File: src/rtl/lvds_frame_tx_if.sv
// Host-side word handshake for lvds_frame_tx.
// The host drives a parallel word with a valid flag; the block answers with ready.
interface lvds_frame_tx_if #(
    parameter int WORD_BITS = 12
);
    logic [WORD_BITS-1:0] s_data;
    logic                 s_valid;
    logic                 s_ready;

    modport master (
        output s_data,
        output s_valid,
        input  s_ready
    );

    modport slave (
        input  s_data,
        input  s_valid,
        output s_ready
    );
endinterface

File: src/rtl/lvds_frame_tx.sv
// LVDS frame transmitter.
// Serialises host words MSB first, one bit per host_clk, alongside a frame clock
// that is high for the first half of every WORD_BITS-cycle frame. A one-entry
// holding register decouples the host from the frame boundary; when no word is
// available at a boundary the IDLE_WORD is sent and underrun pulses once.
// All serial outputs are registered so that no input reaches them combinationally.
module lvds_frame_tx #(
    parameter int                   WORD_BITS = 12,
    parameter logic [WORD_BITS-1:0] IDLE_WORD = '0
) (
    input  logic                 host_clk,
    input  logic                 rst_n,
    input  logic                 enable,
    lvds_frame_tx_if.slave       s_if,
    output logic                 lvds_fclk,
    output logic                 lvds_sdata,
    output logic                 busy,
    output logic                 underrun,
    output logic [15:0]          frame_count
);

    localparam int             CNT_W = $clog2(WORD_BITS);
    localparam logic [CNT_W-1:0] LAST = CNT_W'(WORD_BITS - 1);
    localparam logic [CNT_W-1:0] HALF = CNT_W'(WORD_BITS / 2);

    typedef enum logic {
        IDLE = 1'b0,
        RUN  = 1'b1
    } state_t;

    state_t               state_q, state_d;
    logic [CNT_W-1:0]     cnt_q, cnt_d;
    logic [WORD_BITS-1:0] hold_q, hold_d;
    logic                 holdValid_q, holdValid_d;
    logic [WORD_BITS-1:0] shift_q, shift_d;
    logic                 fclk_q, fclk_d;
    logic                 sdata_q, sdata_d;
    logic                 underrun_q, underrun_d;
    logic [15:0]          frameCount_q, frameCount_d;

    logic                 load;
    logic                 sReady;
    logic                 xfer;
    logic [WORD_BITS-1:0] newWord;
    logic [CNT_W-1:0]     nextCnt;

    // State and datapath registers; reset discards any partial frame and held word.
    always_ff @(posedge host_clk or negedge rst_n) begin
        if (!rst_n) begin
            state_q      <= IDLE;
            cnt_q        <= '0;
            hold_q       <= '0;
            holdValid_q  <= 1'b0;
            shift_q      <= '0;
            fclk_q       <= 1'b0;
            sdata_q      <= 1'b0;
            underrun_q   <= 1'b0;
            frameCount_q <= '0;
        end else begin
            state_q      <= state_d;
            cnt_q        <= cnt_d;
            hold_q       <= hold_d;
            holdValid_q  <= holdValid_d;
            shift_q      <= shift_d;
            fclk_q       <= fclk_d;
            sdata_q      <= sdata_d;
            underrun_q   <= underrun_d;
            frameCount_q <= frameCount_d;
        end
    end

    // Next-state logic: frame boundary loads, hold register handshake and serialisation.
    always_comb begin
        state_d      = state_q;
        cnt_d        = cnt_q;
        hold_d       = hold_q;
        holdValid_d  = holdValid_q;
        shift_d      = shift_q;
        fclk_d       = 1'b0;
        sdata_d      = 1'b0;
        underrun_d   = 1'b0;
        frameCount_d = frameCount_q;
        newWord      = IDLE_WORD;
        nextCnt      = cnt_q + CNT_W'(1);

        // A new frame begins either straight out of IDLE or right after the last bit,
        // and only while framing is enabled, so frames are never truncated.
        load   = enable && ((state_q == IDLE) || ((state_q == RUN) && (cnt_q == LAST)));
        sReady = !holdValid_q || load;
        xfer   = s_if.s_valid && sReady;

        if ((state_q == RUN) && (cnt_q == '0)) begin
            frameCount_d = frameCount_q + 16'd1;
        end

        // The held word always goes out before a freshly offered one; with nothing
        // held, a same-cycle offer bypasses the hold register.
        if (load) begin
            if (holdValid_q) begin
                newWord     = hold_q;
                holdValid_d = xfer;
                if (xfer) begin
                    hold_d = s_if.s_data;
                end
            end else if (xfer) begin
                newWord = s_if.s_data;
            end else begin
                newWord    = IDLE_WORD;
                underrun_d = 1'b1;
            end
        end else if (xfer) begin
            hold_d      = s_if.s_data;
            holdValid_d = 1'b1;
        end

        // The output register presents bit 0 of the new frame on the cycle after the
        // load, so the shift register keeps only the bits still to be sent.
        if (load) begin
            state_d = RUN;
            cnt_d   = '0;
            shift_d = newWord << 1;
            sdata_d = newWord[WORD_BITS-1];
            fclk_d  = 1'b1;
        end else if (state_q == RUN) begin
            if (cnt_q == LAST) begin
                state_d = IDLE;
                cnt_d   = '0;
                shift_d = '0;
            end else begin
                cnt_d   = nextCnt;
                shift_d = shift_q << 1;
                sdata_d = shift_q[WORD_BITS-1];
                fclk_d  = (nextCnt < HALF);
            end
        end
    end

    assign s_if.s_ready = sReady;
    assign lvds_fclk    = fclk_q;
    assign lvds_sdata   = sdata_q;
    assign busy         = (state_q == RUN);
    assign underrun     = underrun_q;
    assign frame_count  = frameCount_q;

endmodule

File: src/flat_wrapper.sv
// flat-port wrapper written by rule: the top's interface ports become plain ports
module lvds_frame_tx_flat 
#(
    parameter int                   WORD_BITS = 12,
    parameter logic [WORD_BITS-1:0] IDLE_WORD = '0
)
  (host_clk, rst_n, enable, lvds_fclk, lvds_sdata, busy, underrun, frame_count, s_if_s_data, s_if_s_valid, s_if_s_ready);
  lvds_frame_tx_if #(.WORD_BITS(WORD_BITS)) s_if_i ();
  input  logic host_clk;
  input  logic rst_n;
  input  logic enable;
  output logic lvds_fclk;
  output logic lvds_sdata;
  output logic busy;
  output logic underrun;
  output logic [15:0] frame_count;
  input wire logic [$bits(s_if_i.s_data)-1:0] s_if_s_data;
  input wire logic [$bits(s_if_i.s_valid)-1:0] s_if_s_valid;
  output wire logic [$bits(s_if_i.s_ready)-1:0] s_if_s_ready;
  assign s_if_i.s_data = s_if_s_data;
  assign s_if_i.s_valid = s_if_s_valid;
  assign s_if_s_ready = s_if_i.s_ready;
  lvds_frame_tx #(.WORD_BITS(WORD_BITS), .IDLE_WORD(IDLE_WORD)) u_core (.host_clk(host_clk), .rst_n(rst_n), .enable(enable), .s_if(s_if_i), .lvds_fclk(lvds_fclk), .lvds_sdata(lvds_sdata), .busy(busy), .underrun(underrun), .frame_count(frame_count));
endmodule
File: config.mk
export PLATFORM = sky130hd
export DESIGN_NAME = lvds_frame_tx_flat
export DESIGN_NICKNAME = d
export VERILOG_FILES = /design/src/rtl/lvds_frame_tx_if.sv /design/src/rtl/lvds_frame_tx.sv /design/src/flat_wrapper.sv
export SDC_FILE = /design/constraint.sdc
export NUM_CORES = 1
export LEC_CHECK = 0
export ABC_CLOCK_PERIOD_IN_PS = 1800
export BUFFER_PORTS_ARGS = -buffer_cell sky130_fd_sc_hd__buf_2
export CORE_ASPECT_RATIO = 1.25
export CORE_MARGIN = 2
export CORE_UTILIZATION = 50
export DETAILED_ROUTE_END_ITERATION = 10
export HOLD_SLACK_MARGIN = 0.15
export PLACE_DENSITY = 0.86
export SYNTH_ARGS = -nofsm -noshare
export SYNTH_HDL_FRONTEND = slang
export SYNTH_SLANG_ARGS = --single-unit
export TNS_END_PERCENT = 100
File: constraint.sdc
create_clock -name host_clk -period 1.8 [get_ports host_clk]
set_clock_uncertainty 0.2 [all_clocks]
set_input_delay 0.54 -clock host_clk [delete_from_list [all_inputs] [get_ports host_clk]]
set_output_delay 0.54 -clock host_clk [all_outputs]
set_load 0.05 [all_outputs]
==> impl_metrics.toml <==
[final_layout]
drive_above_1_share = 0.428
fin_nets = 254
area_delta_synth_final_pct = 27.4
instances_no_fill = 294
antenna_cells = 0
n_fill_cell = 351

[routing]
wl_met2_mm = 2.46
via_count = 1637
wl_per_cell_um = 15.3
drc = 0
vias_per_cell = 5.57
routed_wl_mm = 4.50
firstDrtPassIters = 4
ant_nets = 0
drt-met1-wl_mm = 1.76
drt-initial-drc-count = 91
wl_met3_um = 197
top_layer = "met4"

[clock_network]
h-tree-depth = 2
cts_sinks = 48
numCtsBuffers = 5
clk_latency_ns = 0.30
root_buffer = "clkbuf_8"
clock_path_buffers = 2
path_clk_slew_ns = 0.09
cts_tree = "yes"

[grt]
grt_pass1_wl_mm = 7.82
grt_max_degree = 49
grt_pass1_vias = 1704
antenna_found_initial = 0
grt_overflow = 0
globalRouteTotalUtil = 0.202

[synthesis]
ys_seq_area_frac = 0.542
async_flop_share = 1.00
synth_edf_count = 0
synthesis.nets = 198
syn-cell-area_sq_um = 2210
ys_seq_elements = 48
synth_cells = 179
synth_ff_type = "dfrtp_1"
post_synth.cell_area_avg_sq_um = 12.4
ys.warnings.count = 0
ys_types = 35

[die]
design.die.area_sq_um = 4980
fp.dieW_um = 63.5
die_h_um = 78.4
fp-row-count = 27
pin_count = 37
coreArea_sq_um = 4320
initial_core_util = 0.512

[setup_path]
crit_fanout = 4
critPathCaptureType = "primary output"
crit_arrival_ns = 1.36
crit_path_start_kind = "flip-flop"
worstPathRequired_ns = 1.06
crit_type = "flip-flop to primary output"

[worst_hold_path]
hold_class = "primary input to flip-flop"

[placement]
dp_cells = 279
io_buffers = 36
gp_congestion = 0.798
dpl.hpwl_mm = 3.15

[sta]
worst_hold_slack_ns = 0.235
setup_violations = 29
fin_crit_ns = 2.10
rsz0062_at_grt = "true"
period_share = 1.17
fmax_mhz = 477
setup_slack_ns = -0.298
tns_ns = -4.54
finalMaxSlewViolations = 0
worst_slew_pin_slew_ns = 0.253
finalHoldViolations = 0
max_slew_margin = 0.831

[power]
powerDensity_nw_per_um2 = 1450
ir_drop_v = 0.000972
leakagePower_nw = 1.35

[outcome]
failed_checks = "setup timing"
status = "complete, but fails checks"

[run]
maxCapViolations = 0
==> area by class of cell <==
| cell class | count | area (sq um) | area share |
|---|---|---|---|
| clock inverter | 1 | 8.76 | 0.00310 |
| multi-input combinational | 117 | 991 | 0.351 |
| tap | 58 | 72.6 | 0.0257 |
| sequential | 48 | 1210 | 0.429 |
| clock buffer | 7 | 76.3 | 0.0271 |
| inverter | 3 | 11.3 | 0.00399 |
| timing repair buffer | 60 | 452 | 0.160 |
==> synthesized netlist by cell type (2+ instances only) <==
cell type / number / area (sq um)
buf_6: 3 / 33.8
o21ai_0: 13 / 65.1
mux2_2: 3 / 33.8
clkbuf_1: 5 / 18.8
and2_1: 2 / 12.5
xor2_1: 4 / 35.0
nand2_1: 13 / 48.8
nor2b_1: 2 / 12.5
inv_1: 3 / 11.3
xnor2_1: 13 / 114
ha_1: 3 / 37.5
nor2_1: 2 / 7.51
mux2_4: 10 / 150
a22oi_1: 22 / 165
nand3_1: 6 / 30.0
dfrtp_1: 48 / 1200
and4_1: 4 / 35.0
nand4_1: 5 / 31.3
buf_2: 2 / 10.0
==> sequential cells by signal, indices dropped and copies added, names as in the netlist <==
register            flops
u_core.hold_q          12
u_core.shift_q         11
u_core.lvds_sdata       1
u_core.busy             1
u_core.underrun         1
u_core.holdValid_q      1
u_core.frame_count     16
u_core.lvds_fclk        1
u_core.cnt_q            4
==> logic make-up after synthesis <==
logic type	Yosys count	share of synthesized area
AOI/OAI and AO/OA	40	0.129
xor gates and xnor gates	17	0.0672
adders and majority gates	4	0.0215
buffers and inverters	14	0.0367
DFF	48	0.542
muxes	14	0.0876
and+or+nand+nor	42	0.115
==> path summary, 6_finish.rpt <==
kind | endpoint | slack (ns) | cells past startpoint | from
setup / recovery | s_if_s_ready | -0.30 | 4 | u_core.cnt_q[0]
hold / removal | u_core.underrun | 0.23 | 2 | s_if_s_valid
setup reg to reg | u_core.hold_q[10] | -0.24 | 6 | u_core.cnt_q[0]
hold reg to reg | u_core.frame_count[15] | 0.28 | 1 | u_core.frame_count[15]
max in group asynchronous | u_core.busy | 0.62 | 3 | rst_n
min in group asynchronous | u_core.frame_count[9] | 0.55 | 3 | rst_n
==> through the flow <==
step	util	total power, mW	setup WS [ns]	cell area, sq um
after floorplan	-	2.85	-0.263	2260
after global placement	0.599	3.20	-0.0815	2590
after detailed placement	0.599	3.30	-0.116	2590
after CTS	0.637	4.01	-0.297	2760
after global routing	0.652	4.36	-0.356	2820
final	0.652	4.08	-0.298	2820
==> power breakdown <==
group | total (mW) | leakage [nW] | switching (mW) | internal, mW
logic | 1.75 | 0.698 | 0.875 | 0.875
registers | 1.70 | 0.607 | 0.276 | 1.42
clock network | 0.634 | 0.0424 | 0.356 | 0.278
total | 4.08 | 1.35 | 1.51 | 2.58
==> metal layers <==
| metal | vias to the layer above | GRT usage |
|---|---|---|
| li1 | 765 | - |
| met1 | 819 | 0.221 |
| met2 | 43 | 0.374 |
| met3 | 10 | 0.0530 |
| met4 | 0 | 0.0717 |
| met5 | - | 0 |
==> timing repair <==
action	CTS	global route
hold buffers	1	0
setup endpoints to repair	19	31
hold endpoints to repair	48	0
resized for setup	7	15
pin swaps	8	5
buffers inserted	2	3
cloned	1	0
==> worst max-delay path, cell delays in order (launching register included) <==
cell,delay (ns)
dfrtp_1,0.41
ha_4,0.17
nand3b_4,0.10
a31oi_4,0.18
buf_6,0.18
==> cells in the final DEF, fill, tap and decap left out, drive strengths merged <==
master / n
and2: 3
maj3: 1
clkbuf: 13
nand3b: 1
a211o: 1
clkinv: 1
and3: 2
bufbuf: 1
a22o: 1
xor2: 4
xnor2: 13
mux2i: 1
and4: 5
dfrtp: 48
dlygate4sd3: 1
a32o: 1
nor2: 2
nand2: 13
nand3: 7
nor2b: 2
mux2: 13
inv: 3
a22oi: 22
buf: 52
nor3: 1
nand4: 5
a31oi: 1
and4bb: 1
o31ai: 1
ha: 3
o21ai: 13
(Power assumes the default switching activity.)
